**config.mk**
```make
export PLATFORM = sky130hd
export DESIGN_NAME = reg_rename_unit
export DESIGN_NICKNAME = d
export VERILOG_FILES = /design/src/rtl/rename_pkg.sv /design/src/rtl/phys_free_list.sv /design/src/rtl/reg_rename_unit.sv
export SDC_FILE = /design/constraint.sdc
export NUM_CORES = 2
export LEC_CHECK = 0
export CORE_UTILIZATION = 45
export CTS_CLUSTER_SIZE = 12
export DETAILED_ROUTE_END_ITERATION = 12
export DONT_BUFFER_PORTS = 1
export SETUP_SLACK_MARGIN = 0.1
export SLEW_MARGIN = 20
export SYNTH_ARGS = -nofsm -noshare
export SYNTH_HDL_FRONTEND = slang
export SYNTH_HIERARCHICAL = 1
export SYNTH_SLANG_ARGS = --single-unit
```
**constraint.sdc**
```tcl
create_clock -name clk -period 7.1 [get_ports clk]
set_input_delay 1.42 -clock clk [delete_from_list [all_inputs] [get_ports clk]]
set_output_delay 1.42 -clock clk [all_outputs]
set_load 0.01 [all_outputs]
```
**src/rtl/rename_pkg.sv**
```systemverilog
// Shared widths and types for the register rename stage.
// Defaults describe the 32-arch / 64-phys / 32-entry configuration.
package rename_pkg;

  localparam int NUM_ARCH_REGS_DEF = 32;
  localparam int NUM_PHYS_REGS_DEF = 64;
  localparam int AL_DEPTH_DEF      = 32;

  typedef logic [$clog2(NUM_ARCH_REGS_DEF)-1:0] MipsReg;
  typedef MipsReg                               ArchReg;
  typedef logic [$clog2(NUM_PHYS_REGS_DEF)-1:0] PhysReg;
  typedef logic [$clog2(AL_DEPTH_DEF)-1:0]      AlTag;

  typedef struct packed {
    logic   has_dest;
    ArchReg arch_rd;
    PhysReg new_phys;
    PhysReg old_phys;
  } ActiveListEntry;

endpackage

```
**src/rtl/phys_free_list.sv**
```systemverilog
// Speculative and committed physical-register free vectors.
// Allocation picks the lowest free register; flush restores the committed view.
module phys_free_list
  import rename_pkg::*;
#(
  parameter int NUM_ARCH_REGS = NUM_ARCH_REGS_DEF,
  parameter int NUM_PHYS_REGS = NUM_PHYS_REGS_DEF,
  localparam int PW = $clog2(NUM_PHYS_REGS)
) (
  input  logic          clk,
  input  logic          rst_n,
  input  logic          alloc_en,
  output logic [PW-1:0] alloc_phys,
  output logic          free_any,
  input  logic          release_en,
  input  logic [PW-1:0] release_phys,
  input  logic [PW-1:0] retire_phys,
  input  logic          flush
);

  logic [NUM_PHYS_REGS-1:0] spec_free, spec_next;
  logic [NUM_PHYS_REGS-1:0] com_free, com_next;

  assign free_any = |spec_free;

  // Downward scan so the lowest set bit wins.
  always_comb begin
    alloc_phys = '0;
    for (int i = NUM_PHYS_REGS - 1; i >= 0; i--) begin
      if (spec_free[i]) alloc_phys = PW'(i);
    end
  end

  always_comb begin
    com_next = com_free;
    if (release_en) begin
      if (release_phys != '0) com_next[release_phys] = 1'b1;
      com_next[retire_phys] = 1'b0;
    end
    spec_next = spec_free;
    if (alloc_en) spec_next[alloc_phys] = 1'b0;
    if (release_en && release_phys != '0) spec_next[release_phys] = 1'b1;
    if (flush) spec_next = com_next;
  end

  always_ff @(posedge clk or negedge rst_n) begin
    if (!rst_n) begin
      for (int i = 0; i < NUM_PHYS_REGS; i++) begin
        spec_free[i] <= (i >= NUM_ARCH_REGS);
        com_free[i]  <= (i >= NUM_ARCH_REGS);
      end
    end else begin
      spec_free <= spec_next;
      com_free  <= com_next;
    end
  end

endmodule

```
**src/rtl/reg_rename_unit.sv**
```systemverilog
// Rename stage: speculative/committed map tables, active-list ring and a
// one-deep output register between decode and the issue queue.
module reg_rename_unit
  import rename_pkg::*;
#(
  parameter int NUM_ARCH_REGS = NUM_ARCH_REGS_DEF,
  parameter int NUM_PHYS_REGS = NUM_PHYS_REGS_DEF,
  parameter int AL_DEPTH      = AL_DEPTH_DEF,
  localparam int PW = $clog2(NUM_PHYS_REGS),
  localparam int AW = $clog2(NUM_ARCH_REGS),
  localparam int TW = $clog2(AL_DEPTH)
) (
  input  logic          clk,
  input  logic          rst_n,
  input  logic          in_valid,
  output logic          in_ready,
  input  logic          in_uses_rs,
  input  logic          in_uses_rt,
  input  logic [AW-1:0] in_rs_addr,
  input  logic [AW-1:0] in_rt_addr,
  input  logic          in_uses_rw,
  input  logic [AW-1:0] in_rw_addr,
  output logic          out_valid,
  input  logic          out_ready,
  output logic [PW-1:0] out_rs_phys,
  output logic [PW-1:0] out_rt_phys,
  output logic [PW-1:0] out_rd_phys,
  output logic [PW-1:0] out_old_phys,
  output logic [TW-1:0] out_al_tag,
  input  logic          commit_valid,
  input  logic          flush,
  output logic [TW:0]   al_count
);

  typedef struct packed {
    logic          has_dest;
    logic [AW-1:0] arch_rd;
    logic [PW-1:0] new_phys;
    logic [PW-1:0] old_phys;
  } al_entry_t;

  localparam logic [TW:0] AL_FULL = (TW+1)'(AL_DEPTH);

  logic [PW-1:0] rmt [NUM_ARCH_REGS];
  logic [PW-1:0] amt [NUM_ARCH_REGS];
  logic [PW-1:0] amt_next [NUM_ARCH_REGS];
  al_entry_t     al_mem [AL_DEPTH];
  logic [TW-1:0] head, tail;

  logic          allocating, accept, do_commit, commit_dest, free_any;
  logic [PW-1:0] alloc_phys;
  al_entry_t     head_entry, new_entry;

  assign allocating  = in_uses_rw && (in_rw_addr != '0);
  assign in_ready    = !flush && (!out_valid || out_ready) && (al_count < AL_FULL)
                       && (free_any || !allocating);
  assign accept      = in_valid && in_ready;
  assign do_commit   = commit_valid && (al_count != '0);
  assign head_entry  = al_mem[head];
  assign commit_dest = do_commit && head_entry.has_dest;

  assign new_entry.has_dest = allocating;
  assign new_entry.arch_rd  = in_rw_addr;
  assign new_entry.new_phys = allocating ? alloc_phys : '0;
  assign new_entry.old_phys = allocating ? rmt[in_rw_addr] : '0;

  phys_free_list #(
    .NUM_ARCH_REGS(NUM_ARCH_REGS),
    .NUM_PHYS_REGS(NUM_PHYS_REGS)
  ) u_free_list (
    .clk          (clk),
    .rst_n        (rst_n),
    .alloc_en     (accept && allocating),
    .alloc_phys   (alloc_phys),
    .free_any     (free_any),
    .release_en   (commit_dest),
    .release_phys (head_entry.old_phys),
    .retire_phys  (head_entry.new_phys),
    .flush        (flush)
  );

  // Committed map including this cycle's retirement; flush restores from it.
  always_comb begin
    amt_next = amt;
    if (commit_dest) amt_next[head_entry.arch_rd] = head_entry.new_phys;
  end

  always_ff @(posedge clk or negedge rst_n) begin
    if (!rst_n) begin
      for (int i = 0; i < NUM_ARCH_REGS; i++) begin
        rmt[i] <= PW'(i);
        amt[i] <= PW'(i);
      end
    end else begin
      amt <= amt_next;
      if (flush) rmt <= amt_next;
      else if (accept && allocating) rmt[in_rw_addr] <= alloc_phys;
    end
  end

  always_ff @(posedge clk) begin
    if (accept) al_mem[tail] <= new_entry;
  end

  always_ff @(posedge clk or negedge rst_n) begin
    if (!rst_n) begin
      head     <= '0;
      tail     <= '0;
      al_count <= '0;
    end else begin
      if (do_commit) head <= head + TW'(1);
      if (flush) begin
        tail     <= do_commit ? head + TW'(1) : head;
        al_count <= '0;
      end else begin
        if (accept) tail <= tail + TW'(1);
        al_count <= al_count + (TW+1)'(accept) - (TW+1)'(do_commit);
      end
    end
  end

  // Output stage: loads on accept, holds while the issue queue stalls.
  always_ff @(posedge clk or negedge rst_n) begin
    if (!rst_n) begin
      out_valid    <= 1'b0;
      out_rs_phys  <= '0;
      out_rt_phys  <= '0;
      out_rd_phys  <= '0;
      out_old_phys <= '0;
      out_al_tag   <= '0;
    end else if (flush) begin
      out_valid <= 1'b0;
    end else if (accept) begin
      out_valid    <= 1'b1;
      out_rs_phys  <= in_uses_rs ? rmt[in_rs_addr] : '0;
      out_rt_phys  <= in_uses_rt ? rmt[in_rt_addr] : '0;
      out_rd_phys  <= new_entry.new_phys;
      out_old_phys <= new_entry.old_phys;
      out_al_tag   <= tail;
    end else if (out_ready) begin
      out_valid <= 1'b0;
    end
  end

endmodule

```
==> results.json <==
{
  "synth-edff-count": 576,
  "place.gp.congestion": 0.925,
  "timing.critical_path.mode_cell": "buf_4",
  "finalCriticalPeriod_ns": 5.36,
  "synthDistinctLibCells": 90,
  "core-area_um2": 119000,
  "p_per_area_nw_per_um2": 417,
  "tns_ns": 0,
  "n_fill_cell": 10125,
  "wire_per_inst_um": 29.9,
  "required_ns": 7.67,
  "fin_worst_skew_ns": 0.0345,
  "cts_buffers": 120,
  "clock_sinks": 1134,
  "ant_nets": 0,
  "cp_max_fo": 84,
  "synthCells": 3793,
  "setup_viol": 0,
  "cts_tree": "done",
  "drc": 0,
  "drt_wl_total_mm": 163,
  "hp-class": "in -> async",
  "grt_first_pass_wirelength_mm": 240,
  "synth-main-ff-cell": "edfxtp_1",
  "root_buffer": "clkbuf_16",
  "cts_resized": 0,
  "hold_violations": 0,
  "status": "finished clean",
  "holdWs_ns": 0.364,
  "grt-ovfl-total": 0,
  "fp.dieH_um": 349,
  "reg2regPathDepth": 12,
  "drt-initial-drc-count": 3914,
  "dr_total_vias": 34862,
  "ys_seq_elements": 1134,
  "crit_chain": "or2_2 > o21ai_2 > o2111a_1 > buf_4 > clkinv_1 > buf_4 > nor2_4 > nor2b_1 > nand3_1 > nor2_1 > a41oi_1",
  "drv_slew": 0,
  "critPathSlowestCell": "o21ai_2",
  "grt_pass1_vias": 34284,
  "rsz0062_at_grt": "no",
  "pin_count": 61,
  "critPathLaunchType": "input pin",
  "cts_buffer_depth": 3,
  "peakVddDrop_mv": 0.303,
  "fmax_mhz": 186,
  "relSlewSlack_pct": 0.186,
  "antenna_found_initial": 3,
  "initial_utilization_pct": 45.6,
  "nets": 3771,
  "viasPerCell": 6.42,
  "syn_to_final_growth_pct": 10.0,
  "synth_warnings": 6,
  "first_pass_iters": 6,
  "clk_pin_slew_worst_paths_ns": 0.06,
  "cts-hold-fix-buffers": 0,
  "die_w_um": 349,
  "critical_path_arrival_ns": 5.93,
  "avgSynthCellArea_um2": 14.2,
  "die_area_um2": 121000,
  "clock_latency_ns": 0.75,
  "path_class": "in -> reg",
  "tightest_slew_ns": 1.50,
  "worst_path_largest_cell_delay_ns": 0.80,
  "endpoint_kind": "flop",
  "ys_seq_area_share_pct": 58.4,
  "fp-row-count": 126,
  "netlist_area_um2": 54000,
  "portBuffers": 0,
  "track_usage_pct": 27.0,
  "h-tree-depth": 3,
  "grt_max_degree": 559,
  "synth_fp_nets": 3831,
  "drive_gt1_share_pct": 30.0,
  "dp_hpwl_mm": 100,
  "postSynth.asyncResetShare_pct": 49.2,
  "min_period_over_period_pct": 75.6,
  "max_cap_violations": 0,
  "p_leak_nw": 20.8,
  "post_cts_buffers": 0
}
registers in the layout, summed over array words and instances (netlist names):
register	cells
al_count	6
al_mem	576
amt	192
head	5
out_al_tag	5
out_old_phys	6
out_rd_phys	6
out_rs_phys	6
out_rt_phys	6
out_valid	1
rmt	192
tail	5
u_free_list/com_free	64
u_free_list/spec_free	64
cell usage in the layout (no fill, tap or decap), drive strengths merged, types with 170 or more instances in the layout:
master / instances
o211ai: 197
nor2: 204
dfstp: 224
mux2: 211
clkbuf: 170
mux4: 313
nand2: 492
edfxtp: 576
a22oi: 187
dfrtp: 334
Yosys cell counts (all sizes together) (4+ instances only):
| master | count | area share [%] |
|---|---|---|
| or3 | 25 | 0.29 |
| a21o | 10 | 0.14 |
| or4 | 8 | 0.12 |
| a22oi | 187 | 2.6 |
| a311oi | 5 | 0.13 |
| o221ai | 7 | 0.14 |
| nand2b | 13 | 0.15 |
| and2 | 25 | 0.29 |
| nor2b | 21 | 0.24 |
| or2 | 14 | 0.16 |
| nor3 | 40 | 0.38 |
| o21bai | 4 | 0.056 |
| mux2 | 211 | 4.4 |
| dfstp | 224 | 11 |
| a31oi | 7 | 0.081 |
| ha | 13 | 0.30 |
| a21oi | 83 | 0.77 |
| buf | 121 | 1.5 |
| a41oi | 14 | 0.23 |
| o41a | 9 | 0.19 |
| nand3 | 19 | 0.18 |
| xnor2 | 6 | 0.097 |
| o211a | 5 | 0.093 |
| o211ai | 197 | 2.8 |
| edfxtp | 576 | 32 |
| mux4 | 313 | 13 |
| nand3b | 11 | 0.15 |
| o21ai | 54 | 0.51 |
| nand2 | 492 | 3.4 |
| clkbuf | 156 | 1.1 |
| nand4 | 14 | 0.20 |
| mux2i | 54 | 1.0 |
| nor2 | 204 | 1.4 |
| dfrtp | 334 | 15 |
| inv | 59 | 0.41 |
| o32a | 13 | 0.24 |
| nor4 | 53 | 1.6 |
| a221o | 13 | 0.24 |
| o22ai | 19 | 0.27 |
| a221oi | 16 | 0.30 |
| a311o | 4 | 0.074 |
| or3b | 7 | 0.11 |
| o22a | 91 | 1.5 |
metal layers:
layer  routed length [um]  part of all wire [%]  global-route usage [%]  up-vias
li1                     -                     -                       -    14717
met1                68700                    42                    38.5    18228
met2                73400                    45                    40.5     1587
met3                14500                   8.9                    5.85      326
met4                 5960                   3.7                    10.0        4
met5                   26                 0.016                       0        -
critical path: cells and delay by family:
family	cells	cell delay (ns)
simple gates	5	2.07
compound gates	3	1.23
buf+inv	3	1.07
final cells by class:
type	count	area [um^2]	area share, %
inverters	62	233	0.391
well taps	1600	2000	3.37
multi-input cells	2320	21100	35.4
flip-flops and latches	1134	31600	53.1
clock buffers	170	3350	5.64
clock inverters	49	438	0.736
repair buffers	95	818	1.38
diodes	1	2.50	0.00421
path summary, 6_finish.rpt:
check	start	to	slack, ns
max reg2reg	head[0]$_DFF_PN0_	u_free_list/spec_free[17]$_DFF_PN0_	2.22
min	rst_n	al_count[2]$_DFF_PN0_	0.36
min reg2reg	amt[68]$_DFF_PN1_	rmt[68]$_DFFE_PN1P_	0.48
min in group clk	amt[68]$_DFF_PN1_	rmt[68]$_DFFE_PN1P_	0.48
max in group asynchronous	rst_n	amt[35]$_DFF_PN0_	4.60
max	in_rw_addr[0]	u_free_list/spec_free[24]$_DFF_PN0_	1.74
metrics by stage:
stage	setup slack [ns]	utilization [%]	cell area, um^2	cells	total power, mW
final	1.74	50.2	59500	5431	24.8
after global routing	1.63	50.2	59500	5430	25.7
after CTS	2.00	50.1	59400	5426	24.7
after detailed placement	1.22	46.9	55600	5207	18.5
after global placement	1.33	46.9	55600	5207	18.4
after floorplan	2.02	-	54000	3793	15.4
where the power goes:
part | internal, mW | switching (mW)
Clock | 3.49 | 2.64
Sequential | 8.57 | 1.29
Combinational | 3.28 | 5.54
kinds of logic after synthesis:
group                    share of synthesized area [%]
multiplexers                                      18.5
AO/OA/AOI/OAI                                     10.8
buffers and inverters                             3.02
XOR/XNOR                                         0.146
adder cells (fa/ha/maj)                          0.338
flip-flops                                        58.4
AND/OR/NAND/NOR                                   8.87
No activity file was read; power rests on OpenSTA's default activity.
